<file path="config.mk">
export PLATFORM = sky130hd
export DESIGN_NAME = seq_detect_flat
export DESIGN_NICKNAME = d
export VERILOG_FILES = /design/src/rtl/seq_detect_pkg.sv /design/src/rtl/seq_detect_if.sv /design/src/rtl/seq_shift_hist.sv /design/src/rtl/seq_detect.sv /design/src/flat_wrapper.sv
export SDC_FILE = /design/constraint.sdc
export NUM_CORES = 1
export LEC_CHECK = 0
export ABC_AREA = 1
export CAP_MARGIN = 0
export CORE_MARGIN = 2
export CORE_UTILIZATION = 34
export CTS_BUF_LIST = sky130_fd_sc_hd__clkbuf_16
export CTS_CLUSTER_SIZE = 20
export DETAILED_ROUTE_END_ITERATION = 8
export DONT_BUFFER_PORTS = 1
export GPL_ROUTABILITY_DRIVEN = 0
export SETUP_SLACK_MARGIN = 0.5
export SLEW_MARGIN = 20
export SYNTH_ARGS = -nofsm -noshare
export SYNTH_HDL_FRONTEND = slang
export SYNTH_SLANG_ARGS = --single-unit
</file>
<file path="constraint.sdc">
create_clock -name clk -period 1.3 [get_ports clk]
set_input_delay 0.26 -clock clk [delete_from_list [all_inputs] [get_ports clk]]
set_output_delay 0.26 -clock clk [all_outputs]
set_load 0.01 [all_outputs]
</file>
<file path="src/rtl/seq_detect_pkg.sv">
// Shared types and constants for the seq_detect pattern checker.
// State encoding, default pattern and the width helper for the fill counter.
package seq_detect_pkg;

  typedef enum logic {
    ST_FILL = 1'b0,
    ST_RUN  = 1'b1
  } state_t;

  localparam logic [3:0] SEQ_PAT_DEFAULT = 4'b1011;

  function automatic int clog2(input int value);
    int result = 0;
    for (int v = value - 1; v > 0; v = v >> 1) result++;
    return result;
  endfunction

endpackage

</file>
<file path="src/rtl/seq_detect_if.sv">
// Serial-bit input and match/status outputs of seq_detect bundled as one port.
// The master side drives the bit stream and clr; the slave side is the detector.
interface seq_detect_if #(
  parameter int CNT_W = 8
);

  logic             clr;
  logic             din_valid;
  logic             din;
  logic             match;
  logic [CNT_W-1:0] match_count;
  logic             armed;

  modport master (
    output clr, din_valid, din,
    input  match, match_count, armed
  );

  modport slave (
    input  clr, din_valid, din,
    output match, match_count, armed
  );

endinterface

</file>
<file path="src/rtl/seq_shift_hist.sv">
// PAT_LEN-bit history shift register for seq_detect, newest bit in the LSB.
// cand is the window the incoming bit would create, used for same-cycle compare.
module seq_shift_hist #(
  parameter int PAT_LEN = 4
) (
  input  logic               clk,
  input  logic               rst,
  input  logic               clr,
  input  logic               shift_en,
  input  logic               din,
  output logic [PAT_LEN-1:0] hist,
  output logic [PAT_LEN-1:0] cand
);

  // clr wins over a same-cycle shift so a discarded bit never enters history
  always_ff @(posedge clk or posedge rst) begin
    if (rst) begin
      hist <= '0;
    end else if (clr) begin
      hist <= '0;
    end else if (shift_en) begin
      hist <= {hist[PAT_LEN-2:0], din};
    end
  end

  assign cand = {hist[PAT_LEN-2:0], din};

endmodule

</file>
<file path="src/rtl/seq_detect.sv">
// Serial pattern detector: registered match pulse, saturating match count, armed flag.
// Define SEQ_DETECT_NONOVERLAP_EN to restart history after each hit (no bit reuse).
module seq_detect
  import seq_detect_pkg::*;
#(
  parameter int                 PAT_LEN = 4,
  parameter logic [PAT_LEN-1:0] PATTERN = PAT_LEN'(SEQ_PAT_DEFAULT),
  parameter int                 CNT_W   = 8
) (
  input logic          clk,
  input logic          rst,
  seq_detect_if.slave  bus
);

  localparam int               FILL_W    = clog2(PAT_LEN + 1);
  localparam logic [FILL_W-1:0] FILL_LAST = FILL_W'(PAT_LEN - 1);

  state_t             state;
  state_t             next_state;
  logic [FILL_W-1:0]  fill;
  logic [PAT_LEN-1:0] cand;
  logic               hit;
  logic               hist_clr;
  logic               match_q;
  logic               match_d;
  logic               armed_q;
  logic               armed_d;
  logic [CNT_W-1:0]   count_q;
  logic [CNT_W-1:0]   count_d;

  // While filling, only the bit that completes PAT_LEN may produce a hit
  assign hit = bus.din_valid && (cand == PATTERN) &&
               ((state == ST_RUN) || (fill == FILL_LAST));

`ifdef SEQ_DETECT_NONOVERLAP_EN
  assign hist_clr = bus.clr | hit;
`else
  assign hist_clr = bus.clr;
`endif

  seq_shift_hist #(
    .PAT_LEN (PAT_LEN)
  ) u_hist (
    .clk      (clk),
    .rst      (rst),
    .clr      (hist_clr),
    .shift_en (bus.din_valid),
    .din      (bus.din),
    .hist     (),
    .cand     (cand)
  );

  always_ff @(posedge clk or posedge rst) begin
    if (rst) begin
      state <= ST_FILL;
    end else if (bus.clr) begin
      state <= ST_FILL;
    end else begin
      state <= next_state;
    end
  end

  always_comb begin
    next_state = state;
    case (state)
      ST_FILL: if (bus.din_valid && (fill == FILL_LAST)) next_state = ST_RUN;
      ST_RUN:  next_state = ST_RUN;
    endcase
`ifdef SEQ_DETECT_NONOVERLAP_EN
    if (hit) next_state = ST_FILL;
`endif
  end

  // fill parks at PAT_LEN once running; it only matters in FILL
  always_ff @(posedge clk or posedge rst) begin
    if (rst) begin
      fill <= '0;
    end else if (bus.clr) begin
      fill <= '0;
`ifdef SEQ_DETECT_NONOVERLAP_EN
    end else if (hit) begin
      fill <= '0;
`endif
    end else if ((state == ST_FILL) && bus.din_valid) begin
      fill <= fill + FILL_W'(1);
    end
  end

  always_comb begin
    match_d = hit;
    armed_d = (next_state == ST_RUN);
    count_d = count_q;
    if (hit && (count_q != '1)) count_d = count_q + CNT_W'(1);
  end

  always_ff @(posedge clk or posedge rst) begin
    if (rst) begin
      match_q <= 1'b0;
      armed_q <= 1'b0;
      count_q <= '0;
    end else if (bus.clr) begin
      match_q <= 1'b0;
      armed_q <= 1'b0;
      count_q <= '0;
    end else begin
      match_q <= match_d;
      armed_q <= armed_d;
      count_q <= count_d;
    end
  end

  assign bus.match       = match_q;
  assign bus.armed       = armed_q;
  assign bus.match_count = count_q;

endmodule

</file>
<file path="src/flat_wrapper.sv">
// flat-port wrapper written by rule: the top's interface ports become plain ports
module seq_detect_flat import seq_detect_pkg::*;
#(
  parameter int                 PAT_LEN = 4,
  parameter logic [PAT_LEN-1:0] PATTERN = PAT_LEN'(SEQ_PAT_DEFAULT),
  parameter int                 CNT_W   = 8
)
  (clk, rst, bus_clr, bus_din_valid, bus_din, bus_match, bus_match_count, bus_armed);
  seq_detect_if #(.CNT_W(CNT_W)) bus_i ();
  input logic clk;
  input logic rst;
  input wire logic [$bits(bus_i.clr)-1:0] bus_clr;
  input wire logic [$bits(bus_i.din_valid)-1:0] bus_din_valid;
  input wire logic [$bits(bus_i.din)-1:0] bus_din;
  output wire logic [$bits(bus_i.match)-1:0] bus_match;
  output wire logic [$bits(bus_i.match_count)-1:0] bus_match_count;
  output wire logic [$bits(bus_i.armed)-1:0] bus_armed;
  assign bus_i.clr = bus_clr;
  assign bus_i.din_valid = bus_din_valid;
  assign bus_i.din = bus_din;
  assign bus_match = bus_i.match;
  assign bus_match_count = bus_i.match_count;
  assign bus_armed = bus_i.armed;
  seq_detect #(.PAT_LEN(PAT_LEN), .PATTERN(PATTERN), .CNT_W(CNT_W)) u_core (.clk(clk), .rst(rst), .bus(bus_i));
endmodule
</file>
==> results of run 1 <==
## per-layer routing
metal	track usage, %	up-vias	share of wire [%]	routed length, um
li1	-	391	-	-
met1	17.8	336	46	831
met2	25.4	14	46	845
met3	3.89	5	4.8	87
met4	10.0	0	3.0	55
met5	0	-	0	0
## how the worst max path moves through the flow
stage,to,slack (ns),cells after the start
2_1_floorplan,u_core.bus.match_count[7]$_DFFE_PP0P_,-0.06,9
3_3_place_gp,u_core.bus.match_count[7]$_DFFE_PP0P_,-0.07,9
3_5_place_dp,u_core.bus.match_count[5]$_DFFE_PP0P_,-0.1,9
4_1_cts,u_core.bus.match_count[4]$_DFFE_PP0P_,-0.11,9
5_1_grt,u_core.bus.match_count[5]$_DFFE_PP0P_,-0.23,9
6_report,u_core.bus.match_count[5]$_DFFE_PP0P_,-0.11,9
## worst max-delay path, stage by stage, from the launching register on
cell     delay [ns]
dfrtp_1        0.35
ha_2           0.19
ha_4           0.13
nor2_2         0.03
nor2_1         0.11
nand2_2        0.08
nor2_4         0.22
nor2_8         0.07
nand2_1        0.07
nand2_1        0.06
## cell families after synthesis
group / count (synthesis) / share of synthesized area (%)
buffers and inverters: 13 / 5.89
adder cells (fa/ha/maj): 3 / 4.42
AO/OA/AOI/OAI: 13 / 8.69
AND/OR/NAND/NOR: 58 / 32.8
XOR/XNOR: 1 / 1.03
flip-flops: 16 / 47.1
## stage by stage
step           std cells  hold slack [ns]
6_report             159           0.0745
5_1_grt              159           0.0701
4_1_cts              156           0.0727
3_5_place_dp         150            0.186
3_3_place_gp         150            0.177
2_1_floorplan        104            0.174
## state kept, by name, indices dropped and copies added, names as in the netlist
name                    count
u_core.bus.match            1
u_core.u_hist.hist          3
u_core.bus.match_count      8
u_core.fill                 3
u_core.state                1
## cell usage in the layout, fill, tap and decap left out, types with 4 or more instances in the layout
| cell type | count |
|---|---|
| inv_2 | 4 |
| nand2_1 | 23 |
| nor2_1 | 13 |
| nand3_1 | 8 |
| nand2_2 | 4 |
| dfrtp_1 | 16 |
| buf_6 | 9 |
| inv_1 | 7 |
| buf_4 | 12 |
## power by group
group          leakage (uW)  total (uW)  switching (uW)  internal [uW]
Clock             0.0000385         602             194            408
Combinational      0.000337        91.0            48.8           42.2
Sequential         0.000218         523            9.37            513
## final cells by class
| class | count | area [um2] | area share [%] |
|---|---|---|---|
| timing repair buffer | 22 | 201 | 16.7 |
| tap | 30 | 37.5 | 3.11 |
| sequential | 16 | 400 | 33.2 |
| clock inverter | 1 | 3.75 | 0.311 |
| clock buffer | 3 | 75.1 | 6.22 |
| inverter | 12 | 45.0 | 3.73 |
| multi-input combinational | 75 | 444 | 36.8 |
## repair_timing
item | in CTS | in global routing
setup buffers | 1 | 3
setup endpoints to repair | 23 | 25
hold endpoints to repair | 16 | 0
hold buffers | 1 | 0
pin swaps | 5 | 4
cloned | 0 | 0
gates resized for setup | 7 | 10
==> impl_results.md, run 1 <==
* Outcome: finished with violations
* Failing checks: negative setup slack
* Startpoint Class: register
* HP Class: in -> reg
* Area delta synth->final at 42.1%
* Fillers at 226
* Later-pin clock latency in the skew report at 0.25 ns
* Clock Sinks at 16
* Number of max-cap violations at 0
* TritonCTS clock tree: yes
* Starting Density at 34.9%
* Post-synth top area share at 47.1%
* Synth cell count leaders: nand2_1 (24), dfrtp_1 (16), nor2_1 (15), inv_1 (9), nand3_1 (8)
* # IOs at 15
* Root buf cell: clkbuf_16
* Tmin final at 1.41 ns
* Number of global-route vias before repair at 749
* Overflow after GRT at 0
* Routed Antenna Nets at 0
* Fmax at 710 MHz
* WL per Instance at 11.4 um
* Crit path from: u_core.fill[0]$_DFFE_PP0P_
* Min-Delay Endpoint: u_core.state$_DFF_PP0_
* Initial antenna violation count at 0
* Fin area at 1210 um2
* Post-Route WL at 1820 um
* R2R depth at 9
* Worst Path Max Fanout at 8
* Final setup viols at 8
* Global-route wire length before repair at 3120 um
* CTS clk-pin slew, worst paths at 0.05 ns
* Worst path required time at 1.43 ns
* Synth Flop Type: dfrtp_1
* Place WS at -0.0982 ns
* # diodes at 0
* Async SR Flop Fraction at 100%
* Util after Layout at 49.6%
* Synthesized Nets at 112
* Setup repair after global routing missed its margin: true
* Site Rows at 18
* Critical Path AT at 1.54 ns
* Pre-antenna DRT Iters at 2
* Largest net degree at the start of global routing at 17
* Slew margin rel. at 81.9%
* DP Area at 1030 um2
* TritonCTS buffer count at 3
* Synth area leaders: dfrtp_1 (47%), nand2_1 (11%), nor2_1 (6.6%)
* R2R Setup Slk at -0.11 ns
* CP Capture Type: register
* Sequential fraction of the synthesis area at 47.1%
* DR vias at 746
* Hpwl dp at 1400 um
* Final hold vios at 0
* Period utilization at 108%
* Final worst setup slack at -0.109 ns
* Synthesized flop and latch total at 16
* Ys Warns at 0
* Top-count cell post-synth: nand2_1
* Synth area leader: dfrtp_1
* Clock buffer depth at 2
* Yosys cell types at 25
* Hold Startpoint: bus_clr
* Syn avg cell area at 8.17 um2
* Peak VDD IR at 0.000793 V
* DRC Markers at 0
* Die H at 54.0 um
* Reg2reg start: u_core.fill[0]$_DFFE_PP0P_
* P_leak at 0.000594 uW
* Final net count at 138
* Mapped cell area at 850 um2
* Syn Inst Count at 104
* DR iter-0 viols at 4
* Tot Pwr at 1220 uW
* Reg-to-Reg End: u_core.bus.match_count[5]$_DFFE_PP0P_
* Die Width at 54.0 um
* Pins Over Slew Limit at 0
* Core area at 2430 um2
* H-tree Lvls at 1
* DR vias/cell at 4.69
* Number of synthesized flops with an enable pin at 0
* Total power per unit cell area at 1010 nW/um2
* Total negative slack at -0.770 ns
* Worst slew pin tran at 0.271 ns
* Clock Skews at 0.000722 ns
* Layout cells sized above 1 at 34.9%
* DIE AREA at 2910 um2
* Kind of critical path: reg -> reg
* Hold depth at 1
* Total GRT Usage at 15.5%
* Port bufs at 0
Note: power is estimated with default switching activity, not from simulation.
==> inputs of run 2 (changes only) <==
==> constraint.sdc (replaced) <==
create_clock -name clk -period 1.3 [get_ports clk]
set_input_delay 0.325 -clock clk [delete_from_list [all_inputs] [get_ports clk]]
set_output_delay 0.325 -clock clk [all_outputs]
set_load 0.01 [all_outputs]
==> run 2 against run 1 <==
Net effect: the run still ends with negative setup slack left; combinational power down 4.3%; maximum frequency is 0.87% lower; global-route usage is 0.37 points higher; clock skew rose by 0.00067 ns; utilization rose by 0.10 points; non-clock buffer count up 1; sequential share of layout area fell by 0.069 points.
==> impl_results.md, run 2 (synthesis gave the netlist of run 1 again) <==
* Outcome: finished with violations
* Failing checks: negative setup slack
* CTS clk-pin slew, worst paths at 0.05 ns (about the same)
* Post-Route WL at 1910 um (+5.2%)
* Util after Layout at 49.7% (+0.10 points)
* Setup repair after global routing missed its margin: true
* Fmax at 704 MHz (-0.87%)
* Place WS at -0.0978 ns (+0.000384 ns)
* Clock Skews at 0.00139 ns (+0.000672 ns)
* Crit path cell chain: ha_2, ha_4, nor2_2, nor2_1, nand2_2, nor2_4, nor2_8, nand2_1, nand2_1
* Max stage delay on crit path at 0.35 ns (about the same)
* Commonest non-fill, non-tap cell in the layout: nand2_1
* Number of global-route vias before repair at 757 (+1.1%)
* Worst slew pin tran at 0.253 ns (-0.0179 ns)
* Worst path required time at 1.44 ns (about the same)
* Period utilization at 109% (+0.96 points)
* Hpwl dp at 1410 um (+0.65%)
* Global-route wire length before repair at 3260 um (+4.4%)
* Crit path depth at 9 (unchanged)
* TritonCTS clock tree: yes
* Number of max-cap violations at 0 (unchanged)
* Routed Antenna Nets at 0 (unchanged)
* Reg-to-Reg End: u_core.bus.match_count[6]$_DFFE_PP0P_
* Crit path capture: u_core.bus.match_count[6]$_DFFE_PP0P_
* Critical path's slowest cell: dfrtp_1
* Worst path most repeated cell: nand2_1
* Crit path from: u_core.fill[0]$_DFFE_PP0P_
* # IOs at 15 (unchanged)
* Pins Over Slew Limit at 0 (unchanged)
* Tmin final at 1.42 ns (+0.0124 ns)
* Root buf cell: clkbuf_16
* DR iter-0 viols at 14 (+10)
* Worst Path Max Fanout at 8 (unchanged)
* Peak VDD IR at 0.000676 V (-15%)
* Clock Sinks at 16 (unchanged)
* Core area at 2430 um2 (unchanged)
* Final setup viols at 9 (+1)
* Most frequent cells in the layout: nand2_1 (23), dfrtp_1 (16), nor2_1 (13), buf_4 (13), buf_6 (9)
* DR vias at 765 (+2.5%)
* R2R Setup Slk at -0.12 ns (about the same)
* P_leak at 0.000597 uW (+0.54%)
* Cell family with most CP delay: simple AND/OR/NAND/NOR gates
* HP Class: in -> reg
* Startpoint Class: register
* Starting Density at 34.9% (unchanged)
* # diodes at 0 (unchanged)
* Total GRT Usage at 15.8% (+0.37 points)
* Final net count at 139 (+0.72%)
* WL per Instance at 12.0 um (+4.6%)
* GRT busiest layer: met2
* WP buf/inv at 0 (unchanged)
* Pre-antenna DRT Iters at 4 (+2)
* Port bufs at 0 (unchanged)
* DRC Markers at 0 (unchanged)
* Met1 usage at 18.3% (+0.56 points)
* Die H at 54.0 um (unchanged)
* TritonCTS buffer count at 3 (unchanged)
* R2R depth at 9 (unchanged)
* Initial antenna violation count at 0 (unchanged)
* DIE AREA at 2910 um2 (unchanged)
* Site Rows at 18 (unchanged)
* Final worst setup slack at -0.121 ns (-0.0124 ns)
* Tot Pwr at 1220 uW (+0.63%)
* Later-pin clock latency in the skew report at 0.25 ns (about the same)
* Slew margin rel. at 83.1% (+1.2 points)
* GRT met3 Usage at 4.72% (+0.83 points)
* DR vias/cell at 4.78 (+1.9%)
* Final hold vios at 0 (unchanged)
* Kind of critical path: reg -> reg
* Critical Path AT at 1.56 ns (+0.02 ns)
* Overflow after GRT at 0 (unchanged)
* Reg2reg start: u_core.fill[0]$_DFFE_PP0P_
* Clock buffer depth at 2 (unchanged)
* CP Capture Type: register
* Layout cells sized above 1 at 34.6% (-0.27 points)
* Max reg flops at 8 (unchanged)
* Die Width at 54.0 um (unchanged)
* Area delta synth->final at 42.4%
* Met2 usage at 26.0% (+0.61 points)
* H-tree Lvls at 1 (unchanged)
* Total power per unit cell area at 1010 nW/um2 (+0.42%)
* Largest net degree at the start of global routing at 17 (unchanged)
run 2: metal layers:
metal	share of wire, %	vias up	wire length [um]
li1	-	389	-
met5	0	-	0
met3	5.2	5	99
met4	2.7	0	51
met2	49	15	940
met1	43	356	822
run 2: how the worst min path moves through the flow:
stage,from,to,cells past startpoint
3_5_place_dp,rst,u_core.fill[2]$_DFFE_PP0P_,2
3_3_place_gp,rst,u_core.fill[2]$_DFFE_PP0P_,2
6_report,bus_clr,u_core.u_hist.hist[2]$_DFFE_PP0P_,1
4_1_cts,bus_clr,u_core.state$_DFF_PP0_,1
5_1_grt,bus_clr,u_core.u_hist.hist[2]$_DFFE_PP0P_,1
2_1_floorplan,rst,u_core.bus.match$_DFF_PP0_,1
run 2: repair_timing:
item                                    CTS  global route
setup buffers                             4             1
endpoints found under the hold margin    16             0
hold buffers                              1             0
endpoints found under the setup margin   23            24
cloned                                    0             0
gates resized for setup                  10             5
pin swaps                                 6             4
run 2: cell type report:
class,instances,area (um2)
Sequential cell,16,400
Timing Repair Buffer,23,209
Fill cell,220,1220
Clock buffer,3,75.1
Clock inverter,1,3.75
Tap cell,30,37.5
Inverter,12,47.5
Multi-Input combinational cell,75,437
run 2: through the flow:
| step | area, um2 | TNS (ns) | cells | hold slack [ns] |
|---|---|---|---|---|
| 4_1_cts | 1190 | -0.877 | 159 | 0.134 |
| 3_5_place_dp | 1040 | -0.723 | 150 | 0.249 |
| 6_report | 1210 | -0.866 | 160 | 0.136 |
| 2_1_floorplan | 882 | -0.469 | 104 | 0.239 |
| 3_3_place_gp | 1040 | -0.507 | 150 | 0.243 |
| 5_1_grt | 1210 | -2.05 | 160 | 0.135 |
run 2: power by group:
part | internal, uW | switching [uW] | total, uW
registers | 513 | 8.25 | 521
clock network | 409 | 206 | 615
logic | 39.5 | 47.6 | 87.1
total | 962 | 262 | 1220
==> inputs of run 3 (changes only) <==
CORE_UTILIZATION = 53   (was 34)
GPL_ROUTABILITY_DRIVEN = 1   (was 0)
PLACE_DENSITY = 0.71   (was unset)
SETUP_SLACK_MARGIN = 0.2   (was 0.5)
==> run 3 against run 2 <==
Net effect: the run still ends with negative setup slack left; via count rose by 3.3%; utilization rose by 28 points; final cell count fell by 11%; clock power fell by 4.1%; routed wire length rose by 5.1%; critical path type unchanged; largest power group unchanged.
==> impl_results.md, run 3 (synthesis gave the netlist of run 1 again) <==
* Final net count at 136 (-2.2%)
* Number of max-cap violations at 0 (unchanged)
* Layout cells sized above 1 at 33.3% (-1.3 points)
* CP Capture Type: register
* Commonest non-fill, non-tap cell in the layout: nand2_1
* Kind of critical path: reg -> reg
* Largest net degree at the start of global routing at 17 (unchanged)
* Final worst setup slack at -0.121 ns (-0.000264 ns)
* Die Width at 44.0 um (-18%)
* Flop pwr share at 43.5% (+0.9 points)
* Final setup viols at 9 (unchanged)
* Post-Route WL at 2010 um (+5.1%)
* Reg2reg start: u_core.fill[0]$_DFFE_PP0P_
* Site Rows at 14 (-4)
* Switch share at 20.4% (-0.96 points)
* P_leak at 0.000583 uW (-2.3%)
* Clk pwr share at 49.1% (-1.2 points)
* # diodes at 0 (unchanged)
* DIE AREA at 1940 um2 (-33%)
* Failing checks: negative setup slack
* Port bufs at 0 (unchanged)
* Period utilization at 109% (about the same)
* TritonCTS clock tree: yes
* Pint at 956 uW (-0.58%)
* Peak VDD IR at 0.000871 V (+29%)
* Pre-antenna DRT Iters at 4 (unchanged)
* TritonCTS buffer count at 3 (unchanged)
* Most frequent cells in the layout: nand2_1 (21), dfrtp_1 (16), nor2_1 (12)
* DRC Markers at 0 (unchanged)
* Overflow after GRT at 0 (unchanged)
* Layout Cells excl Fill at 142 (-11%)
* Setup repair after global routing missed its margin: true
* CTS clk-pin slew, worst paths at 0.05 ns (about the same)
* Worst path required time at 1.43 ns (about the same)
* Crit path from: u_core.fill[0]$_DFFE_PP0P_
* Startpoint Class: register
* Worst Path Max Fanout at 8 (unchanged)
* DR vias/cell at 5.56 (+16%)
* Starting Density at 56.4% (+21 points)
* DR vias at 790 (+3.3%)
* Pins Over Slew Limit at 0 (unchanged)
* H-tree Lvls at 1 (unchanged)
* Final hold vios at 0 (unchanged)
* Worst slew pin tran at 0.260 ns (+0.00696 ns)
* Global-route wire length before repair at 3200 um (-1.7%)
* Reg-to-Reg End: u_core.bus.match_count[5]$_DFFE_PP0P_
* Number of global-route vias before repair at 742 (-2.0%)
* Logic pwr share at 7.4% (+0.3 points)
* Placed cell count at 134 (-11%)
* Util after Layout at 77.8% (+28 points)
* Root buf cell: clkbuf_16
* Hold depth at 1 (unchanged)
* Critical path's slowest cell: dfrtp_1
* Hpwl dp at 1230 um (-12%)
* Tot Pwr at 1200 uW (-1.8%)
* # IOs at 15 (unchanged)
* DR iter-0 viols at 19 (+5)
* Total GRT Usage at 23.2% (+7.3 points)
* WL per Instance at 14.2 um (+18%)
* Hold slack final at 0.142 ns (+0.00575 ns)
* Routed Antenna Nets at 0 (unchanged)
* Routability cong. at 0.817
* Max reg flops at 8 (unchanged)
* Die H at 44.0 um (-18%)
* Slew margin rel. at 82.6% (-0.46 points)
* Clock Sinks at 16 (unchanged)
* Later-pin clock latency in the skew report at 0.25 ns (about the same)
* Clock Skews at 0.00219 ns (+0.000797 ns)
* Outcome: finished with violations
* Fmax at 703 MHz (about the same)
* R2R Setup Slk at -0.12 ns (about the same)
* Place WS at -0.143 ns (-0.0452 ns)
* Crit path cell chain: ha_2, ha_4, nor2_4, nor2_2, nand2_2, nor2_4, nor2_8, nand2_1, nand2_1
* Tmin final at 1.42 ns (+0.000264 ns)
* Crit path capture: u_core.bus.match_count[5]$_DFFE_PP0P_
* Initial antenna violation count at 0 (unchanged)
* Max stage delay on crit path at 0.35 ns (about the same)
* Core area at 1510 um2 (-38%)
* Area delta synth->final at 38.0%
* Sw power at 246 uW (-6.2%)
* Critical Path AT at 1.56 ns (about the same)
* Clock buffer depth at 2 (unchanged)
* HP Class: in -> reg
* R2R depth at 9 (unchanged)
* Total power per unit cell area at 1030 nW/um2 (+1.4%)
-- run 3: stage by stage --
step / area [um2] / setup TNS [ns]
floorplan: 860 / -0.469
global placement: 987 / -0.623
detailed placement: 987 / -1.06
CTS: 1120 / -0.926
global route: 1170 / -1.82
finish: 1170 / -1.05
-- run 3: power by group through the flow --
stage               registers [uW]  logic, uW  clock network (uW)
global route                   523       99.3                 620
finish                         522       89.1                 590
detailed placement             529       71.7                   0
floorplan                      528       56.4                   0
global placement               529       69.4                   0
CTS                            522       82.7                 598
-- run 3: worst max-delay path, delay by kind of cell, from the launching register on --
kind,cells,cell delay (ns)
and+or+nand+nor,7,0.63
DFF,1,0.35
adders and majority gates,2,0.33
-- run 3: repair_timing --
action	in CTS	in global routing
setup endpoints to repair	17	18
buffers inserted	2	2
resized for setup	8	10
hold buffers	1	0
pin swaps	3	5
endpoints found under the hold margin	16	0
-- run 3: area by class of cell --
type                    instances  area (um2)
multi-input cells              75         445
flip-flops and latches         16         400
fillers                        95         334
repair buffers                 20         186
clock buffers                   3        75.1
inverters                      12        45.0
well taps                      16        20.0
-- run 3: routing by layer --
| metal | global-route usage, % | vias up | share of wire (%) |
|---|---|---|---|
| li1 | - | 380 | - |
| met1 | 28.5 | 380 | 45 |
| met2 | 36.5 | 25 | 48 |
| met3 | 5.31 | 5 | 4.3 |
| met4 | 15.2 | 0 | 2.2 |
| met5 | 0 | - | 0 |
-- run 3: worst min path at each step --
stage	to	startpoint	slack (ns)
global placement	u_core.bus.match_count[2]$_DFFE_PP0P_	rst	0.23
detailed placement	u_core.bus.match_count[0]$_DFFE_PP0P_	rst	0.24
floorplan	u_core.bus.match$_DFF_PP0_	rst	0.24
global route	u_core.u_hist.hist[2]$_DFFE_PP0P_	bus_clr	0.14
finish	u_core.u_hist.hist[2]$_DFFE_PP0P_	bus_clr	0.14
CTS	u_core.u_hist.hist[2]$_DFFE_PP0P_	bus_clr	0.14
